--- src/rtl/and_seq_gen.sv ---
// ---------------------------------------------------------------------------
// and_seq_gen
//
// Purpose:
//   Stimulus generator for the 13-state AND sequence detector. It plays the
//   12-step {i4,i3,i2,i1} pattern that the detector accepts. Each step is held
//   for a fixed number of dwell ticks, so the detector ends in its terminal
//   state.
//
//   Timing, counted from the edge E that accepts start:
//     - LEAD_TICKS ticks of all-zero outputs follow E.
//     - Steps 1..12 are then played in order.
//     - On the edge where the dwell of step 12 expires, done pulses for one
//       cycle and all outputs return to zero.
//   All outputs are registered.
//
// Parameters:
//   TICK_CYCLES  clocks per dwell tick (>= 1; a value of 1 makes every clock a tick)
//   LEAD_TICKS   all-zero ticks between start acceptance and step 1 (>= 1)
//   FINAL_TICKS  ticks that step 12 is held before done (>= 1)
//
// Ports:
//   clk          rising-edge clock
//   reset        asynchronous, active-low reset
//   start        run request; sampled only while idle
//   abort        synchronous cancel; returns to idle on the next edge
//   i1..i4       pattern bits to the detector inputs
//   busy         high while the lead-in or the pattern is running
//   done         one-cycle pulse when a run completes
//   step         current step: 0 when idle or in the lead-in, 1..12 while playing
//
// Optional build macro:
//   AND_SEQ_GEN_LOOP_EN  when defined, a completed run pulses done and goes
//                        straight back into the lead-in. The pattern then
//                        repeats until abort or reset, and start is ignored
//                        while looping.
// ---------------------------------------------------------------------------
module and_seq_gen #(
  parameter int TICK_CYCLES = 10,
  parameter int LEAD_TICKS  = 2,
  parameter int FINAL_TICKS = 3
) (
  input  logic       clk,
  input  logic       reset,
  input  logic       start,
  input  logic       abort,
  output logic       i1,
  output logic       i2,
  output logic       i3,
  output logic       i4,
  output logic       busy,
  output logic       done,
  output logic [3:0] step
);

  localparam int PRESC_W   = (TICK_CYCLES > 1) ? $clog2(TICK_CYCLES) : 1;
  // The longest dwell in the fixed table is 5 ticks.
  localparam int MAX_TICKS = (LEAD_TICKS > FINAL_TICKS)
                             ? ((LEAD_TICKS > 5) ? LEAD_TICKS : 5)
                             : ((FINAL_TICKS > 5) ? FINAL_TICKS : 5);
  localparam int DWELL_W   = $clog2(MAX_TICKS + 1);

  localparam logic [PRESC_W-1:0] PRESC_LAST = PRESC_W'(TICK_CYCLES - 1);
  localparam logic [3:0]         LAST_STEP  = 4'd12;

  typedef enum logic [1:0] {
    IDLE = 2'd0,
    LEAD = 2'd1,
    PLAY = 2'd2
  } state_t;

  state_t               state_q, state_d;
  logic [PRESC_W-1:0]   presc_q, presc_d;
  logic [DWELL_W-1:0]   dwell_q, dwell_d;
  logic [3:0]           step_q,  step_d;
  logic [3:0]           vec_q,   vec_d;
  logic                 busy_q,  busy_d;
  logic                 done_q,  done_d;

  logic                 tick;
  logic [DWELL_W-1:0]   dwell_tgt;
  logic                 expire;

  // Pattern vector {i4,i3,i2,i1} for step k.
  function automatic logic [3:0] step_vec(input logic [3:0] k);
    case (k)
      4'd1:    step_vec = 4'b0100;
      4'd2:    step_vec = 4'b1101;
      4'd3:    step_vec = 4'b1001;
      4'd4:    step_vec = 4'b1100;
      4'd5:    step_vec = 4'b0110;
      4'd6:    step_vec = 4'b0111;
      4'd7:    step_vec = 4'b1111;
      4'd8:    step_vec = 4'b0011;
      4'd9:    step_vec = 4'b1010;
      4'd10:   step_vec = 4'b1100;
      4'd11:   step_vec = 4'b0101;
      4'd12:   step_vec = 4'b0001;
      default: step_vec = 4'b0000;
    endcase
  endfunction

  // Dwell ticks for step k. Step 12 is held for FINAL_TICKS.
  function automatic logic [DWELL_W-1:0] step_dwell(input logic [3:0] k);
    case (k)
      4'd1:    step_dwell = DWELL_W'(5);
      4'd2:    step_dwell = DWELL_W'(2);
      4'd3:    step_dwell = DWELL_W'(4);
      4'd4:    step_dwell = DWELL_W'(5);
      4'd5:    step_dwell = DWELL_W'(5);
      4'd6:    step_dwell = DWELL_W'(5);
      4'd7:    step_dwell = DWELL_W'(3);
      4'd8:    step_dwell = DWELL_W'(3);
      4'd9:    step_dwell = DWELL_W'(2);
      4'd10:   step_dwell = DWELL_W'(2);
      4'd11:   step_dwell = DWELL_W'(3);
      4'd12:   step_dwell = DWELL_W'(FINAL_TICKS);
      default: step_dwell = DWELL_W'(1);
    endcase
  endfunction

  // The prescaler is held at zero while idle. It therefore starts counting
  // from the accepting edge, and the first tick lands exactly TICK_CYCLES
  // clocks later.
  assign tick      = (presc_q == PRESC_LAST);
  assign dwell_tgt = (state_q == LEAD) ? DWELL_W'(LEAD_TICKS) : step_dwell(step_q);
  // A phase ends on the tick that completes its dwell count.
  assign expire    = tick && (dwell_q == (dwell_tgt - DWELL_W'(1)));

  always_ff @(posedge clk or negedge reset) begin
    if (!reset) begin
      state_q <= IDLE;
      presc_q <= '0;
      dwell_q <= '0;
      step_q  <= 4'd0;
      vec_q   <= 4'b0000;
      busy_q  <= 1'b0;
      done_q  <= 1'b0;
    end else begin
      state_q <= state_d;
      presc_q <= presc_d;
      dwell_q <= dwell_d;
      step_q  <= step_d;
      vec_q   <= vec_d;
      busy_q  <= busy_d;
      done_q  <= done_d;
    end
  end

  always_comb begin
    state_d = state_q;
    presc_d = presc_q;
    dwell_d = dwell_q;
    step_d  = step_q;
    vec_d   = vec_q;
    busy_d  = busy_q;
    done_d  = 1'b0;

    if (abort) begin
      // Abort wins over start and over dwell expiry, including the final
      // expiry, so an aborted run never reports done.
      state_d = IDLE;
      presc_d = '0;
      dwell_d = '0;
      step_d  = 4'd0;
      vec_d   = 4'b0000;
      busy_d  = 1'b0;
    end else begin
      case (state_q)
        IDLE: begin
          presc_d = '0;
          dwell_d = '0;
          if (start) begin
            state_d = LEAD;
            busy_d  = 1'b1;
          end
        end

        LEAD, PLAY: begin
          presc_d = tick ? '0 : presc_q + PRESC_W'(1);
          if (tick) begin
            dwell_d = dwell_q + DWELL_W'(1);
          end
          if (expire) begin
            dwell_d = '0;
            if (state_q == LEAD) begin
              state_d = PLAY;
              step_d  = 4'd1;
              vec_d   = step_vec(4'd1);
            end else if (step_q != LAST_STEP) begin
              // The step index and its vector change on the same edge.
              step_d  = step_q + 4'd1;
              vec_d   = step_vec(step_q + 4'd1);
            end else begin
              done_d  = 1'b1;
              step_d  = 4'd0;
              vec_d   = 4'b0000;
`ifdef AND_SEQ_GEN_LOOP_EN
              state_d = LEAD;
`else
              state_d = IDLE;
              busy_d  = 1'b0;
`endif
            end
          end
        end

        default: begin
          state_d = IDLE;
          presc_d = '0;
          dwell_d = '0;
          step_d  = 4'd0;
          vec_d   = 4'b0000;
          busy_d  = 1'b0;
        end
      endcase
    end
  end

  assign {i4, i3, i2, i1} = vec_q;
  assign busy             = busy_q;
  assign done             = done_q;
  assign step             = step_q;

endmodule

--- config.mk ---
export PLATFORM = sky130hd
export DESIGN_NAME = and_seq_gen
export DESIGN_NICKNAME = d
export VERILOG_FILES = /design/src/rtl/and_seq_gen.sv
export SDC_FILE = /design/constraint.sdc
export NUM_CORES = 1
export LEC_CHECK = 0
export CAP_MARGIN = 25
export CORE_AREA = 2 2 58 60
export CTS_CLUSTER_DIAMETER = 120
export CTS_CLUSTER_SIZE = 20
export DETAILED_ROUTE_END_ITERATION = 16
export DIE_AREA = 0 0 60 62
export PLACE_DENSITY = 0.75
export REMOVE_ABC_BUFFERS = 1
export SYNTH_ARGS = -nofsm -noshare
export SYNTH_HDL_FRONTEND = slang
export SYNTH_SLANG_ARGS = --single-unit
--- constraint.sdc ---
create_clock -name clk -period 6.4 [get_ports clk]
set_clock_uncertainty 0.1 [all_clocks]
set_input_delay 1.28 -clock clk [delete_from_list [all_inputs] [get_ports clk]]
set_output_delay 1.28 -clock clk [all_outputs]
set_load 0.1 [all_outputs]
* Word level (Yosys, flattened, before mapping)
Memories as Yosys holds them, arrays and structs flattened.
Index checks and enable logic that the tools add are counted.
** Operators by class
- Add/sub/neg operators :: 4
- Reductions and logical operators :: 6
- Equal/unequal tests :: 12
- Multiplexer cells :: 35
** Operators by type and width (number)
- $mux 4 :: 11
- $pmux 4 s2 :: 2
- $mux 3 :: 5
- $ne 3x3->1 const B :: 4
- $ne 4x4->1 const B :: 3
- $mux 1 :: 10
- $mux 2 :: 5
- $add 4x1->4 const B :: 2
- $eq 4x4->1 const B :: 1
- $pmux 2 s2 :: 1
- $reduce_and 4->1 :: 1
- $add 3x1->3 const B :: 1
- $eq 3x3->1 :: 1
- $reduce_and 3->1 :: 1
- $sub 3x1->3 const B :: 1
- $eq 2x1->1 const B :: 1
- $eq 2x2->1 const B :: 1
- $logic_not 2->1 :: 1
- $ne 2x2->1 const B :: 1
- $pmux 1 s2 :: 1
- $reduce_and 2->1 :: 1
- $reduce_or 2->1 :: 1
- $logic_and 1x1->1 :: 1
** Word-level totals
- Output and inout bits :: 10
- Memories :: 2
- Bits in registers :: 19
- Memory bits (read-only) :: 112
- Logic and storage cells :: 66
** Memories
- (no name shown) :: words 16, bits a word 4, read ports 1, clocked after memory_dff 0, write ports 0, RTL line 86 : case (k)
- (no name shown) :: words 16, bits a word 3, read ports 1, clocked after memory_dff 0, write ports 0, RTL line 105 : case (k)

* Logic depth before layout (Yosys ltp)
- Depth in word-level cells :: 8
- Gate-level depth with buffers :: 12
- Gate-level depth less buffers :: 11

* Worst setup path after synthesis
OpenSTA, ideal clock, no wires.
- Kind :: reg-to-reg
- Start point :: register step_q[0] (netlist: step[0])
- End point :: register step_q[1] (netlist: step[1])
- Setup slack :: 2697 ps
- Data required time :: 6174 ps
- Stages on the path, launching flop included :: 12
- Arrival :: 3477 ps
- Path buffers :: 1
- Cells stage by stage :: dfrtp_1 -> buf_2 -> inv_1 -> ha_1 -> mux2i_2 -> o21bai_1 -> ha_1 -> xnor2_1 -> and3_1 -> a2111oi_4 -> o21ai_4 -> mux2_4
** Between the ends
- Word-level cells in the longest chain between the ends :: 7
- Elaborated cells between the ends (all ways) :: 14
** RTL lines
- start: declaration :: RTL line 75 : logic [3:0] step_q, step_d;
- start signal: assignment :: RTL line 143 : step_q <= step_d;
- $mem_v2 16x3
- $mux 3 :: RTL line 126 : assign dwell_tgt = (state_q == LEAD) ? DWELL_W'(LEAD_TICKS) : step_dwell(step_q);
- $sub 3x1->3 :: RTL line 128 : assign expire = tick && (dwell_q == (dwell_tgt - DWELL_W'(1)));
- $eq 3x3->1 :: RTL line 128
- $logic_and 1x1->1 :: RTL line 128
- $ne 3x3->1 (no line)
- $reduce_and 2->1 (no line)
Parallel ways exist; a longest one is shown, timed or not. The select of a mux whose other input is x is not followed.
A chain may end at the register's enable or synchronous reset.

* Worst setup path in the final report
- Start point :: register step_q[3] (netlist: step[3])
- End point :: output port step[3]
** RTL lines
- end: declaration :: RTL line 53 : output logic [3:0] step
No word-level cell between the ends.

==> impl_metrics.json <==
{
  "status": "completed",
  "rsz0062_at_grt": "false",
  "r2r_start": "step[0]",
  "avgRoutedWirePerCell_um": 12.4,
  "worst_r2r_endpoint": "step[2]",
  "worst_setup_path_end_kind": "output pin",
  "clockBufferDepth": 2,
  "slew_headroom_pct": 35.1,
  "synth-seq-cells": 19,
  "async_flop_share_pct": 100,
  "pin_count": 14,
  "instances_no_fill": 189,
  "final_antenna_net_count": 0,
  "place_inst": 185,
  "antenna_found_initial": 0,
  "drv_cap": 0,
  "layout_commonest_cell": "dfrtp_1",
  "cts_buffers": 3,
  "cts_tree": "yes",
  "area_delta_synth_final_pct": 13.5,
  "cp_data_required_time_ns": 5.02,
  "drc_errors": 0,
  "hp-class": "register to register",
  "min_period_ns": 3.50,
  "wl_mm": 2.35,
  "critPathMaxStageDelay_ns": 1.22,
  "die_w_um": 60,
  "final_cell_mix": "dfrtp_1, clkdlybuf4s50_1, nor2_1, ha_1, nand2_1",
  "synth.mux.area_fraction_pct": 12.3,
  "firstDrtPassIters": 4,
  "cts-root-buf": "clkbuf_4",
  "drive_above_1_share_pct": 11.9,
  "reg2reg_slack_ns": 3.14,
  "n_antenna_cell": 0,
  "fillerInstances": 296,
  "postCtsSetupRepairBufs": 0,
  "use_met1_pct": 16.7,
  "grt_busiest_layer": "met2",
  "syn_area_mm2": 0.00134,
  "rr_worst_depth": 10,
  "cts_resized": 0,
  "grt_pass1_vias": 887,
  "finalNetCount": 160,
  "power.density_mw_per_mm2": 337,
  "cp_num_buf_inv": 1,
  "fmax_ghz": 0.286,
  "setup_violations": 0,
  "whs_path_depth": 1,
  "criticalPathCategory": "register to output pin",
  "yosysWarnings": 0,
  "grt_max_degree": 20,
  "worst_slack_ns": 2.90,
  "multi_input_area_um2": 805,
  "synth_edf_count": 0,
  "clk_latency_ns": 0.29,
  "crit_path_top_delay_cell": "clkdlybuf4s50_1",
  "p_total_mw": 0.514,
  "synth_ff_type": "dfrtp_1",
  "ctsHoldBuffers": 0,
  "peakVddDrop_v": 0.000186,
  "hold_viol": 0,
  "clk_pin_slew_worst_paths_ns": 0.10,
  "synth_top_area_share_pct": 35.4,
  "worst_pin_slew_ns": 0.970,
  "synth-compound-area-share_pct": 16.3,
  "p_leak_nw": 0.639,
  "synth-simple-area-share_pct": 16.2,
  "die_h_um": 62,
  "design_area_mm2": 0.00152,
  "synth_top_family_by_area": "compound AO/OA/AOI/OAI gates",
  "synth_top_cell_by_area": "dfrtp_1",
  "rows": 21,
  "syn_avg_cell_area_um2": 10.2,
  "core_mm2": 0.00318,
  "maxSlewViolCount": 0,
  "syn_inst": 131,
  "cts.sinks": 19,
  "critPathMaxFanout": 11,
  "dp_hpwl_mm": 1.82,
  "dpl-instance-area_mm2": 0.00150,
  "start_util_pct": 42.2,
  "grt.total_usage_pct": 14.1,
  "num_vias": 942,
  "via_per_inst": 4.98,
  "synth_xor_area_share_pct": 3.91,
  "grt_pass1_wl_mm": 3.91,
  "io_buffer_count": 13,
  "start_kind": "register",
  "crit_chain": "clkdlybuf4s50_1",
  "cp.arrival_ns": 2.12,
  "regArea_um2": 475,
  "use_met2_pct": 25.6,
  "holdPathEnd": "presc_q[0]",
  "die-area_mm2": 0.00372,
  "overflow": 0,
  "synthAdderAreaFrac_pct": 11.2,
  "seq_area_frac_synth_pct": 35.4,
  "place_ws_ns": 3.10,
  "final_core_util_pct": 47.9,
  "met3_usage_pct": 3.93,
  "fin_crit_sh_pct": 54.7,
  "path_delay_family": "buffers and inverters",
  "place_congestion": 0.788,
  "synthTopCellsByArea": "dfrtp_1, ha_1, mux2_4",
  "holdWs_ns": 0.400,
  "tns_ns": 0,
  "hp-start": "presc_q[0]",
  "htreeDepth": 1,
  "netlist-cell-type-count": 42,
  "drt_iter0_drc": 26
}
[worst max-delay path by stage]
stage / startpoint / endpoint / slack (ns) / cells past startpoint
floorplan: step[0] / step[3] / 2.69 / 10
global placement: abort / vec_q[3] / 3.08 / 6
detailed placement: abort / vec_q[3] / 3.10 / 6
CTS: step[3] / step[3] / 2.89 / 1
global route: step[3] / step[3] / 2.80 / 1
finish: step[3] / step[3] / 2.90 / 1
[registers in the layout, summed over array words and instances (netlist names)]
signal   cells
state_q      2
step         4
dwell_q      3
busy         1
vec_q        4
done         1
presc_q      4
[synthesized netlist by cell type, types with 2 or more instances]
master / n
o22a_1: 2
mux2_4: 8
nand2b_1: 6
nor2b_1: 3
o21bai_1: 2
mux2i_1: 2
xnor2_1: 3
a32oi_1: 2
buf_2: 2
ha_1: 12
a211oi_1: 3
nand3_1: 6
nor2_1: 12
xor2_1: 3
or2_1: 2
o21ai_0: 3
nand2_1: 9
dfrtp_1: 19
a21oi_1: 2
inv_1: 8
[layer usage]
layer | vias to the layer above | wire length, um
met5 | - | 0
met4 | 0 | 8
met3 | 2 | 71
met2 | 15 | 1170
met1 | 443 | 1100
li1 | 482 | -
[cell type report]
class	count	area share (%)
clock buffer	4	1.72
inverter	8	1.97
multi-input combinational	99	52.8
sequential	19	31.2
tap	46	3.78
timing repair buffer	13	8.54
[logic make-up after synthesis]
family	count (synthesis)
compound gates	25
xor+xnor	6
fa+ha+maj	12
buf+inv	13
flops	19
mux	12
simple gates	44
[power by group]
group	switching, mW	internal, mW	leakage [nW]
Clock	0.0343	0.0242	0.0150
Sequential	0.0200	0.138	0.260
Combinational	0.190	0.107	0.364
No activity file was read; power rests on OpenSTA's default activity.
